[src/rtl/mips_run_controller_if.sv]
// Program-load stream and instruction-memory write port of the MIPS run controller.
interface mips_run_controller_if #(
   parameter int unsigned ADDR_W = 6
) ();
   logic              ld_valid;
   logic              ld_ready;
   logic [31:0]       ld_data;
   logic              ld_last;
   logic              imem_we;
   logic [ADDR_W-1:0] imem_waddr;
   logic [31:0]       imem_wdata;

   // master: program source / memory sink side; slave: the run controller
   modport master (
      output ld_valid, ld_data, ld_last,
      input  ld_ready, imem_we, imem_waddr, imem_wdata
   );

   modport slave (
      input  ld_valid, ld_data, ld_last,
      output ld_ready, imem_we, imem_waddr, imem_wdata
   );
endinterface

[src/rtl/mips_run_controller.sv]
// Run control for the single-cycle MIPS core: streams a program into instruction
// memory, holds the core in reset until start, and stops on a halt PC or cycle budget.
module mips_run_controller #(
   parameter int unsigned ADDR_W  = 6,
   parameter int unsigned CNT_W   = 16,
   parameter logic [31:0] HALT_PC = 32'h0000_001C
) (
   input  logic                  clk,
   input  logic                  reset,
   mips_run_controller_if.slave  ld,
   input  logic                  start,
   input  logic                  clear,
   input  logic [CNT_W-1:0]      run_limit,
   output logic                  core_reset,
   input  logic [31:0]           core_pc,
   output logic                  busy,
   output logic                  done,
   output logic                  halted,
   output logic                  timeout,
   output logic                  load_err,
   output logic [ADDR_W:0]       words_loaded,
   output logic [CNT_W-1:0]      cycle_count
);
   localparam int unsigned     WL_W      = ADDR_W + 1;
   localparam logic [ADDR_W-1:0] LAST_ADDR = '1;
   localparam logic [CNT_W-1:0]  CNT_MAX   = '1;

   typedef enum logic [2:0] {S_IDLE, S_LOAD, S_READY, S_RUN, S_DONE} state_e;

   state_e            state_q, state_d;
   logic [ADDR_W-1:0] addr_q, addr_d;
   logic [WL_W-1:0]   words_q, words_d;
   logic [CNT_W-1:0]  limit_q, limit_d;
   logic [CNT_W-1:0]  cnt_q, cnt_d;
   logic              ld_ready_q, ld_ready_d;
   logic              core_reset_q, core_reset_d;
   logic              busy_q, busy_d;
   logic              done_q, done_d;
   logic              halted_q, halted_d;
   logic              timeout_q, timeout_d;
   logic              err_q, err_d;
   logic              accept;
   logic [CNT_W-1:0]  cnt_inc;

   always_ff @(posedge clk or posedge reset) begin
      if (reset) begin
         state_q      <= S_IDLE;
         addr_q       <= '0;
         words_q      <= '0;
         limit_q      <= '0;
         cnt_q        <= '0;
         ld_ready_q   <= 1'b0;
         core_reset_q <= 1'b1;
         busy_q       <= 1'b0;
         done_q       <= 1'b0;
         halted_q     <= 1'b0;
         timeout_q    <= 1'b0;
         err_q        <= 1'b0;
      end else begin
         state_q      <= state_d;
         addr_q       <= addr_d;
         words_q      <= words_d;
         limit_q      <= limit_d;
         cnt_q        <= cnt_d;
         ld_ready_q   <= ld_ready_d;
         core_reset_q <= core_reset_d;
         busy_q       <= busy_d;
         done_q       <= done_d;
         halted_q     <= halted_d;
         timeout_q    <= timeout_d;
         err_q        <= err_d;
      end
   end

   always_comb begin
      state_d   = state_q;
      addr_d    = addr_q;
      words_d   = words_q;
      limit_d   = limit_q;
      cnt_d     = cnt_q;
      halted_d  = halted_q;
      timeout_d = timeout_q;
      err_d     = err_q;
      accept    = ld.ld_valid && ld_ready_q;
      cnt_inc   = (cnt_q == CNT_MAX) ? cnt_q : cnt_q + CNT_W'(1);

      case (state_q)
         S_IDLE: begin
            if (accept) begin
               words_d = WL_W'(1);
               err_d   = 1'b0;
               if (ld.ld_last) begin
                  state_d = S_READY;
                  addr_d  = '0;
               end else begin
                  state_d = S_LOAD;
                  addr_d  = addr_q + ADDR_W'(1);
               end
            end
         end
         S_LOAD: begin
            if (accept) begin
               words_d = words_q + WL_W'(1);
               // Address counter returns to 0 so the next load starts at the bottom
               if (ld.ld_last) begin
                  state_d = S_READY;
                  addr_d  = '0;
               end else if (addr_q == LAST_ADDR) begin
                  state_d = S_DONE;
                  err_d   = 1'b1;
                  addr_d  = '0;
               end else begin
                  addr_d  = addr_q + ADDR_W'(1);
               end
            end
         end
         S_READY: begin
            if (start) begin
               state_d   = S_RUN;
               limit_d   = run_limit;
               cnt_d     = '0;
               halted_d  = 1'b0;
               timeout_d = 1'b0;
            end
         end
         S_RUN: begin
            cnt_d = cnt_inc;
            // Halt takes priority over an exhausted budget on the same edge
            if (core_pc == HALT_PC) begin
               state_d  = S_DONE;
               halted_d = 1'b1;
            end else if ((limit_q != '0) && (cnt_inc == limit_q)) begin
               state_d   = S_DONE;
               timeout_d = 1'b1;
            end
         end
         S_DONE: begin
            if (clear) state_d = S_IDLE;
         end
         default: state_d = S_IDLE;
      endcase

      ld_ready_d   = (state_d == S_IDLE) || (state_d == S_LOAD);
      core_reset_d = (state_d != S_RUN);
      busy_d       = (state_d == S_LOAD) || (state_d == S_RUN);
      done_d       = (state_d == S_DONE);
   end

   assign ld.ld_ready   = ld_ready_q;
   assign ld.imem_we    = ld.ld_valid && ld_ready_q;
   assign ld.imem_waddr = addr_q;
   assign ld.imem_wdata = ld.ld_data;

   assign core_reset   = core_reset_q;
   assign busy         = busy_q;
   assign done         = done_q;
   assign halted       = halted_q;
   assign timeout      = timeout_q;
   assign load_err     = err_q;
   assign words_loaded = words_q;
   assign cycle_count  = cnt_q;
endmodule

[src/flat_wrapper.sv]
// flat-port wrapper written by rule: the top's interface ports become plain ports
module mips_run_controller_flat 
#(
   parameter int unsigned ADDR_W  = 6,
   parameter int unsigned CNT_W   = 16,
   parameter logic [31:0] HALT_PC = 32'h0000_001C
)
  (clk, reset, start, clear, run_limit, core_reset, core_pc, busy, done, halted, timeout, load_err, words_loaded, cycle_count, ld_ld_valid, ld_ld_data, ld_ld_last, ld_ld_ready, ld_imem_we, ld_imem_waddr, ld_imem_wdata);
  mips_run_controller_if #(.ADDR_W(ADDR_W)) ld_i ();
  input  logic clk;
  input  logic reset;
  input  logic start;
  input  logic clear;
  input  logic [CNT_W-1:0] run_limit;
  output logic core_reset;
  input  logic [31:0] core_pc;
  output logic busy;
  output logic done;
  output logic halted;
  output logic timeout;
  output logic load_err;
  output logic [ADDR_W:0] words_loaded;
  output logic [CNT_W-1:0] cycle_count;
  input wire logic [$bits(ld_i.ld_valid)-1:0] ld_ld_valid;
  input wire logic [$bits(ld_i.ld_data)-1:0] ld_ld_data;
  input wire logic [$bits(ld_i.ld_last)-1:0] ld_ld_last;
  output wire logic [$bits(ld_i.ld_ready)-1:0] ld_ld_ready;
  output wire logic [$bits(ld_i.imem_we)-1:0] ld_imem_we;
  output wire logic [$bits(ld_i.imem_waddr)-1:0] ld_imem_waddr;
  output wire logic [$bits(ld_i.imem_wdata)-1:0] ld_imem_wdata;
  assign ld_i.ld_valid = ld_ld_valid;
  assign ld_i.ld_data = ld_ld_data;
  assign ld_i.ld_last = ld_ld_last;
  assign ld_ld_ready = ld_i.ld_ready;
  assign ld_imem_we = ld_i.imem_we;
  assign ld_imem_waddr = ld_i.imem_waddr;
  assign ld_imem_wdata = ld_i.imem_wdata;
  mips_run_controller #(.ADDR_W(ADDR_W), .CNT_W(CNT_W), .HALT_PC(HALT_PC)) u_core (.clk(clk), .reset(reset), .ld(ld_i), .start(start), .clear(clear), .run_limit(run_limit), .core_reset(core_reset), .core_pc(core_pc), .busy(busy), .done(done), .halted(halted), .timeout(timeout), .load_err(load_err), .words_loaded(words_loaded), .cycle_count(cycle_count));
endmodule
[config.mk]
export PLATFORM = sky130hd
export DESIGN_NAME = mips_run_controller_flat
export DESIGN_NICKNAME = d
export VERILOG_FILES = /design/src/rtl/mips_run_controller_if.sv /design/src/rtl/mips_run_controller.sv /design/src/flat_wrapper.sv
export SDC_FILE = /design/constraint.sdc
export NUM_CORES = 1
export LEC_CHECK = 0
export ABC_AREA = 1
export BUFFER_PORTS_ARGS = -buffer_cell sky130_fd_sc_hd__buf_2
export CAP_MARGIN = 20
export CORE_ASPECT_RATIO = 1.2
export CORE_MARGIN = 2
export CORE_UTILIZATION = 52
export CTS_CLUSTER_SIZE = 8
export DETAILED_ROUTE_END_ITERATION = 6
export PLACE_DENSITY = 0.91
export SLEW_MARGIN = 30
export SYNTH_ARGS = -nofsm -noshare
export SYNTH_HDL_FRONTEND = slang
export SYNTH_SLANG_ARGS = --single-unit
[constraint.sdc]
create_clock -name clk -period 4.5 [get_ports clk]
set_clock_uncertainty 0.15 [all_clocks]
set_input_delay 0.45 -clock clk [delete_from_list [all_inputs] [get_ports clk]]
set_output_delay 0.45 -clock clk [all_outputs]
set_load 0.01 [all_outputs]
Word-level counts from Yosys, hierarchy flattened
Index checks and enable logic that the tools add are counted.
{"block": "word_totals", "elab_cells": 83, "romBits": 0, "n_memories": 0, "ramBits": 0, "register_bits": 55, "output_inout_bits": 69, "latchBits": 0, "inputBits": 86}
{"block": "classes", "n_lt_le_gt_ge": 0, "n_mul": 0, "bitwise": 0, "n_shift": 0, "n_addsub": 3, "div": 0, "mux": 33, "reduce_logical": 15, "eq_ne": 20}
{"operator": "32-bit by 5-bit == test with 1-bit output, second input constant", "n": 1}
{"operator": "16-bit 2-to-1 mux", "n": 2}
{"operator": "16-bit case mux with 2 select lines", "n": 1}
{"operator": "6-bit 2-to-1 mux", "n": 5}
{"operator": "3-bit 2-to-1 mux", "n": 8}
{"operator": "16-bit by 1-bit adder with 16-bit output, second input constant", "n": 1}
{"operator": "16-bit == test", "n": 1}
{"operator": "16-bit == test, second input constant", "n": 1}
{"operator": "16-bit nonzero test", "n": 1}
{"operator": "3-bit case mux with 5 select lines", "n": 1}
{"operator": "7-bit 2-to-1 mux", "n": 2}
{"operator": "7-bit case mux with 2 select lines", "n": 1}
{"operator": "6-bit case mux with 2 select lines", "n": 1}
{"operator": "2-bit != test, second input constant", "n": 5}
{"operator": "3-bit by 2-bit == test with 1-bit output, second input constant", "n": 3}
{"operator": "1-bit 2-to-1 mux", "n": 8}
{"operator": "7-bit by 1-bit adder with 7-bit output, second input constant", "n": 1}
{"operator": "6-bit by 1-bit adder with 6-bit output, second input constant", "n": 1}
{"operator": "3-bit by 1-bit == test with 1-bit output, second input constant", "n": 2}
{"operator": "3-bit == test, second input constant", "n": 2}
{"operator": "6-bit == test, second input constant", "n": 1}
{"operator": "3-bit logical NOT", "n": 2}
{"operator": "2-bit by 1-bit != test with 1-bit output, second input constant", "n": 3}
{"operator": "1-bit case mux with 2 select lines", "n": 3}
{"operator": "9 further kinds", "n": 14}

Longest topological paths before layout
Gate-level depths: netlist (run 1).
{"block": "logic_depth", "depth_word": 9, "depth_mapped": 17, "ltp_nobuf": 16}

Least setup slack after synthesis (run 1)
Ideal clock, no wire load.
{"block": "synth_path", "kind": "register to register", "start": "reg u_core.cnt_q[0], in the netlist u_core.cycle_count[0]", "end": "reg u_core.ld_ready_q, in the netlist u_core.ld.ld_ready", "n_path_buf": 1, "required_ps": 4234, "synth_period_minus_slack_ps": 2200, "arrival_time_ps": 1935, "path_slack_ps": 2300, "setup_ps": 116, "path_stages_with_launch": 18, "path_cell_list": "dfrtp_1 -> ha_1 -> nand2_2 -> nor2_4 -> nand2_4 -> nor2_4 -> inv_2 -> buf_6 -> nand2_4 -> inv_2 -> nand2_2 -> nand2_2 -> nor2_4 -> nand3_1 -> nor2_1 -> nand3_1 -> nand2_1 -> nor2_2"}
{"block": "synth_via", "elab_chain_cells": 9, "elab_cells_between_ends": 11, "classes_between": "add/sub (1); eq/ne (3); mux (4); reduce/logical (3)"}
{"item": "start, declared", "line": "mips_run_controller.sv:34", "rtl": "logic [CNT_W-1:0] cnt_q, cnt_d;"}
{"item": "start signal, assigned", "line": "mips_run_controller.sv:64", "rtl": "cnt_q <= cnt_d;"}
{"item": "16-bit by 1-bit adder with 16-bit output or 16-bit == test (tied branches)", "line": "mips_run_controller.sv:85", "rtl": "cnt_inc = (cnt_q == CNT_MAX) ? cnt_q : cnt_q + CNT_W'(1);"}
{"item": "16-bit 2-to-1 mux (*)", "line": "mips_run_controller.sv:85"}
{"item": "16-bit == test (*)", "line": "mips_run_controller.sv:132", "rtl": "end else if ((limit_q != '0) && (cnt_inc == limit_q)) begin"}
{"item": "1-bit logical AND (*)", "line": "mips_run_controller.sv:132"}
{"item": "3-bit 2-to-1 mux (*)", "line": "mips_run_controller.sv:132"}
{"item": "3-bit 2-to-1 mux (*)", "line": "mips_run_controller.sv:129", "rtl": "if (core_pc == HALT_PC) begin"}
{"item": "3-bit case mux with 5 select lines (*)", "line": "mips_run_controller.sv:87", "rtl": "case (state_q)"}
{"item": "named net u_core.state_d[2]", "line": "mips_run_controller.sv:30", "rtl": "state_e state_q, state_d;"}
{"item": "3-bit by 1-bit == test with 1-bit output or 3-bit logical NOT (tied branches)", "line": "mips_run_controller.sv:143", "rtl": "ld_ready_d = (state_d == S_IDLE) || (state_d == S_LOAD);"}
{"item": "1-bit logical OR (*)", "line": "mips_run_controller.sv:143"}
{"item": "named net u_core.ld_ready_d", "line": "mips_run_controller.sv:35", "rtl": "logic ld_ready_q, ld_ready_d;"}
{"item": "end signal, assigned", "line": "mips_run_controller.sv:65", "rtl": "ld_ready_q <= ld_ready_d;"}
{"item": "end, declared", "line": "mips_run_controller.sv:35"}
Mark *: on every way through the listed nets, which the timed path passes. The rest lies on a longest branch.
A chain may end at the register's enable or synchronous reset.

Worst setup path after layout (run 1)
Ends and elaborated chain as after synthesis.

==> results of run 1 <==
worst max-delay path by stage:
stage / to / slack (ns) / cells past startpoint / from
CTS: u_core.ld.ld_ready / 2.00 / 15 / u_core.cycle_count[0]
detailed placement: u_core.ld.ld_ready / 2.00 / 15 / u_core.cycle_count[0]
global placement: u_core.ld.ld_ready / 2.07 / 15 / u_core.cycle_count[0]
global route: u_core.ld.ld_ready / 1.71 / 16 / u_core.cycle_count[0]
floorplan: u_core.ld.ld_ready / 2.30 / 17 / u_core.cycle_count[0]
finish: u_core.ld.ld_ready / 1.94 / 15 / u_core.cycle_count[0]
report_power, final:
part           internal (mW)  switching, mW  leakage (nW)
Sequential             0.687          0.220         0.687
Combinational          0.407          0.762          1.38
Clock                  0.112          0.172        0.0454
Yosys cell counts (all sizes together):
| cell type | n |
|---|---|
| o21bai | 1 |
| ha | 3 |
| o21ai | 20 |
| o22ai | 6 |
| nand3b | 1 |
| and3 | 1 |
| nor2 | 67 |
| buf | 35 |
| o221ai | 1 |
| and2 | 1 |
| nor3 | 13 |
| and3b | 1 |
| or2 | 1 |
| dfrtp | 54 |
| nand3 | 45 |
| o211ai | 1 |
| inv | 65 |
| clkbuf | 7 |
| xor2 | 5 |
| nand2 | 129 |
| a21oi | 28 |
| dfstp | 1 |
| nand4 | 13 |
| nor4 | 8 |
| o21a | 1 |
| nor3b | 2 |
| o31ai | 1 |
per-stage QoR:
step           power (mW)  hold WS, ns  cell area, µm²  worst slack [ns]
2_1_floorplan        1.70        0.366            3630              2.30
3_3_place_gp         2.02        0.321            3910              2.07
3_5_place_dp         2.06        0.322            3910              2.00
4_1_cts              2.34        0.193            4000              2.00
5_1_grt              2.56        0.229            4000              1.71
6_report             2.36        0.163            4000              1.94
registers in the layout, summed over array words and instances, names as in the netlist, 3 cells and up:
register              count
u_core.limit_q           16
u_core.words_loaded       7
u_core.ld.imem_waddr      6
u_core.state_q            3
u_core.cycle_count       16
critical path, cell delays in order (launching register included):
cell	delay [ns]
dfrtp_1	0.47
ha_1	0.27
nand2_2	0.11
nor2_4	0.05
nand2_4	0.10
nor2_4	0.05
inv_2	0.30
nand2_1	0.13
nand2_1	0.12
nand3_2	0.08
nor2_1	0.17
nand3_2	0.13
inv_1	0.08
nand3_1	0.09
nand2_1	0.13
nor2_2	0.05
cells in the final DEF (no fill, tap or decap), drive strengths merged:
master	netlist	final
a21oi	28	28
and2	1	1
and3	1	1
and3b	1	1
buf	35	92
clkbuf	7	6
clkinv	0	2
dfrtp	54	54
dfstp	1	1
ha	3	3
inv	65	65
nand2	129	129
nand3	45	45
nand3b	1	1
nand4	13	13
nor2	67	67
nor3	13	13
nor3b	2	2
nor4	8	8
o211ai	1	1
o21a	1	1
o21ai	20	20
o21bai	1	1
o221ai	1	1
o22ai	6	6
o31ai	1	1
or2	1	1
xor2	5	5
kinds of logic after synthesis:
family	share of synthesized area [%]
AO/OA/AOI/OAI	9.03
XOR/XNOR	1.21
adder cells (fa/ha/maj)	1.03
buffers and inverters	14.8
flip-flops	37.9
AND/OR/NAND/NOR	36.0
layer usage:
layer	vias up	wire [µm]	global-route usage, %
met5	-	0	0
met4	0	376	12.7
met3	36	646	3.22
met2	183	4570	42.8
met1	1609	3850	32.0
li1	1737	-	-
layout make-up:
type                       instances  share of cell area, %
multi-input combinational        349                   42.9
sequential                        55                   34.4
timing repair buffer              92                   11.6
inverter                          65                   6.09
tap                               87                   2.72
clock buffer                       6                   1.81
clock inverter                     2                  0.437
==> metrics.txt, run 1 <==
gpl congestion=0.968; initial drt markers=263; peak supply drop=0.000231 V; CTS buffer count=5; Layout area overhead=10.2%; arrival time at the worst endpoint=2.63 ns; overall routing resource usage=25.4%; Avg Cell Area, Syn=7.11 µm²; share of cells above drive strength 1=22.5%; DRC viols=2; postcts setup bufs=0; Hold Vio Cnt, Final=0; Area contributors post-synth=dfrtp_1 37%, nand2_1 12%, buf_4 6.6%; max_slew headroom=53.5%; cell taking the most area after synthesis=dfrtp_1; status=complete, but fails checks; synthesized area=3630 µm²; Initial Utilization=53.3%; H-tree depth=2; hold_buf cts=0; vias in the first global route=3413; post-synth cell types=37; DR vias=3565; TNS Setup=0 ns; worst reg2reg path depth=15; Die W=80.3 µm; multi-input logic area=1720 µm²; crit path max fanout=21; area share of the largest cell type after synthesis=37.2%; total core area=6810 µm²; Slew @ Worst Pin=0.697 ns; Leak=2.11 nW; non-filler instance count after layout=656; Mapped Nets=600; number of antenna diodes=0; Post-CTS Resized=0; final period utilization=56.8%; CTS max path bufs=2; Post-Synthesis Cells=511; post-route ant nets=0; post-placement cell count=648; GR Overflow Total=0; Ports=155; sequential share of the synthesized area=37.9%; # setup viols final=0; PwrDens=590 nW/µm²; Rows=33; initial antenna violation count=0; CTS tree=built; FF-to-FF End=u_core.ld.ld_ready; Crit Path Category=reg2reg; first-pass GRT wire length=15100 µm; pin count of the biggest net entering global routing=56; clk_lat worst skew=0.32 ns; number of fill cells=641; first-pass iteration count of the detailed router=7; Critical Path End Type=flop; reg2reg setup slack=1.94 ns; Critical R2R Launch=u_core.cycle_count[0]; Storage cell area=1380 µm²; vias per cell=5.43; CTS clk-pin slew, worst paths=0.10 ns; HPWL after detailed placement=7400 µm; Die Height=95.6 µm; Port Buffer Count=90; min-delay worst type=in2async; clock sink total=55; Post-Route Utilization=58.8%; Pins Over Slew Limit=0; Maximum Capacitance Violations=0; setup repair after global routing missed its margin=no; Min Clock Period, post-route=2.56 ns; Setup crit start kind=flop; routed length per instance=14.4 µm; Final nets=657; YS warnings=0; Peak Freq=391 MHz; Yosys reg bits=55; failing checks=design-rule violations; root buffer cell=clkbuf_8; Critical Path RT=4.57 ns; WL final=9440 µm; die area=7670 µm²
No activity file was read; power rests on OpenSTA's default activity.
==> run 2, diff against run 1 <==
- CORE_UTILIZATION: 52 -> 49
- PLACE_DENSITY: 0.91 -> 0.87
- clock period: 4.5 -> 2.5 ns (I/O delays scaled with it)
==> metrics.txt, run 2 (synthesis gave the netlist of run 1 again) <==
status=finished, final reports clean; GR Overflow Total=0; Crit Path Category=reg2reg; gpl congestion=0.925; Switching Fraction=46.5%; Storage cell area=1380 µm²; pre-CTS setup slack=0.0700 ns; die area=8120 µm²; Switch Pwr=2.06 mW; Min Clock Period, post-route=2.34 ns; combinational share of power=49.7%; total core area=7230 µm²; DRC viols=0; Layout area overhead=14.1%; min-delay worst type=in2reg; Ports=155; post-route ant nets=0; initial drt markers=221; CTS max path bufs=2; number of antenna diodes=0; clk_lat worst skew=0.31 ns; number of fill cells=721; CTS clk-pin slew, worst paths=0.10 ns; peak supply drop=0.000637 V; Critical Path End Type=flop; highest-count cells in the layout ignoring fill and taps=117 x nand2_1, 90 x buf_2, 61 x nor2_1; max_slew headroom=65.5%; setup ws final=0.159 ns; CTS tree=built; HPWL after detailed placement=7870 µm; first-pass iteration count of the detailed router=5; CTS buffer count=5; Int Pwr=2.37 mW; arrival time at the worst endpoint=2.44 ns; pin count of the biggest net entering global routing=23; Slew @ Worst Pin=0.512 ns; Clk pwr share=13.9%; crit path max fanout=4; Die Height=98.3 µm; clock sink total=55; Die W=82.6 µm; Maximum Capacitance Violations=0; first-pass GRT wire length=15600 µm; Post-Route Utilization=57.3%; Final nets=670; commonest non-fill, non-tap cell in the layout=nand2_1; Fin Hold WS=0.0339 ns; share of cells above drive strength 1=24.4%; overall routing resource usage=24.5%; vias in the first global route=3400; Leak=2.19 nW; multi-input logic area=1720 µm²; Setup crit start kind=flop; routed length per instance=14.3 µm; Initial Utilization=50.2%; WL final=9640 µm; vias per cell=5.32; Peak Freq=427 MHz; final period utilization=93.6%; Rows=34; Port Buffer Count=90; H-tree depth=2; PwrDens=1070 nW/µm²; root buffer cell=clkbuf_8; Critical Path RT=2.59 ns; DR vias=3576; # setup viols final=0; initial antenna violation count=0; Hold Vio Cnt, Final=0; register share of total power=36.4%; Pins Over Slew Limit=0
-- run 2: changes by cell type in the layout (fill, tap and decap cells not counted), sizes merged --
cell and change:
buf +12, bufinv +1, clkinv -1, dlygate4sd3 +1
-- run 2: final timing paths --
path,from,end,slack [ns],depth (start not counted)
setup reg to reg,u_core.cycle_count[1],u_core.core_reset,0.16,12
setup / recovery,u_core.cycle_count[1],u_core.core_reset,0.16,12
hold reg to reg,u_core.halted,u_core.halted,0.35,2
max in group asynchronous,reset,u_core.core_reset,1.21,4
hold / removal,run_limit[11],u_core.limit_q[11],0.03,3
min in group asynchronous,reset,u_core.words_loaded[6],0.30,3
-- run 2: area by class of cell --
cell class                 instances  share of cell area [%]
multi-input combinational        349                    41.5
tap                               90                    2.72
sequential                        55                    33.3
inverter                          65                    6.01
clock buffer                       6                    1.99
timing repair buffer             105                    13.7
clock inverter                     2                   0.846
-- run 2: worst max-delay path, cell delays in order (launching register included) --
cell	delay [ns]
dfrtp_1	0.42
ha_2	0.23
nand3_1	0.15
nor2_1	0.19
xor2_1	0.26
nand2_1	0.14
nand2_1	0.08
nand2_1	0.04
nor2_1	0.15
nand4_2	0.14
o21bai_4	0.17
nand2_2	0.09
nand2_1	0.07
-- run 2: metal layers --
metal	global-route usage, %	vias to the layer above	part of all wire (%)
li1	-	1769	-
met1	31.0	1640	40
met2	42.9	149	52
met3	4.53	18	6.5
met4	5.55	0	2.0
met5	0	-	0
-- run 2: what timing repair did --
item	4_1_cts	5_1_grt
setup endpoints to repair	0	8
endpoints found under the hold margin	15	0
setup buffers	0	3
gates resized for setup	0	4
hold buffers	1	0
-- run 2: per-stage QoR --
step           instance area [µm²]  TNS, ns  total power, mW  cells
2_1_floorplan                 3630        0             3.06    511
3_5_place_dp                  3990        0             3.77    660
6_report                      4140        0             4.42    672
5_1_grt                       4140  -0.0358             4.79    672
4_1_cts                       4110        0             4.40    669
3_3_place_gp                  3990        0             3.72    660
-- run 2: power by group through the flow --
stage / sequential (mW) / combinational [mW] / clock, mW
6_report: 1.61 / 2.20 / 0.616
5_1_grt: 1.66 / 2.47 / 0.666
4_1_cts: 1.60 / 2.16 / 0.630
3_5_place_dp: 1.62 / 2.15 / 0
3_3_place_gp: 1.60 / 2.12 / 0
2_1_floorplan: 1.65 / 1.41 / 0
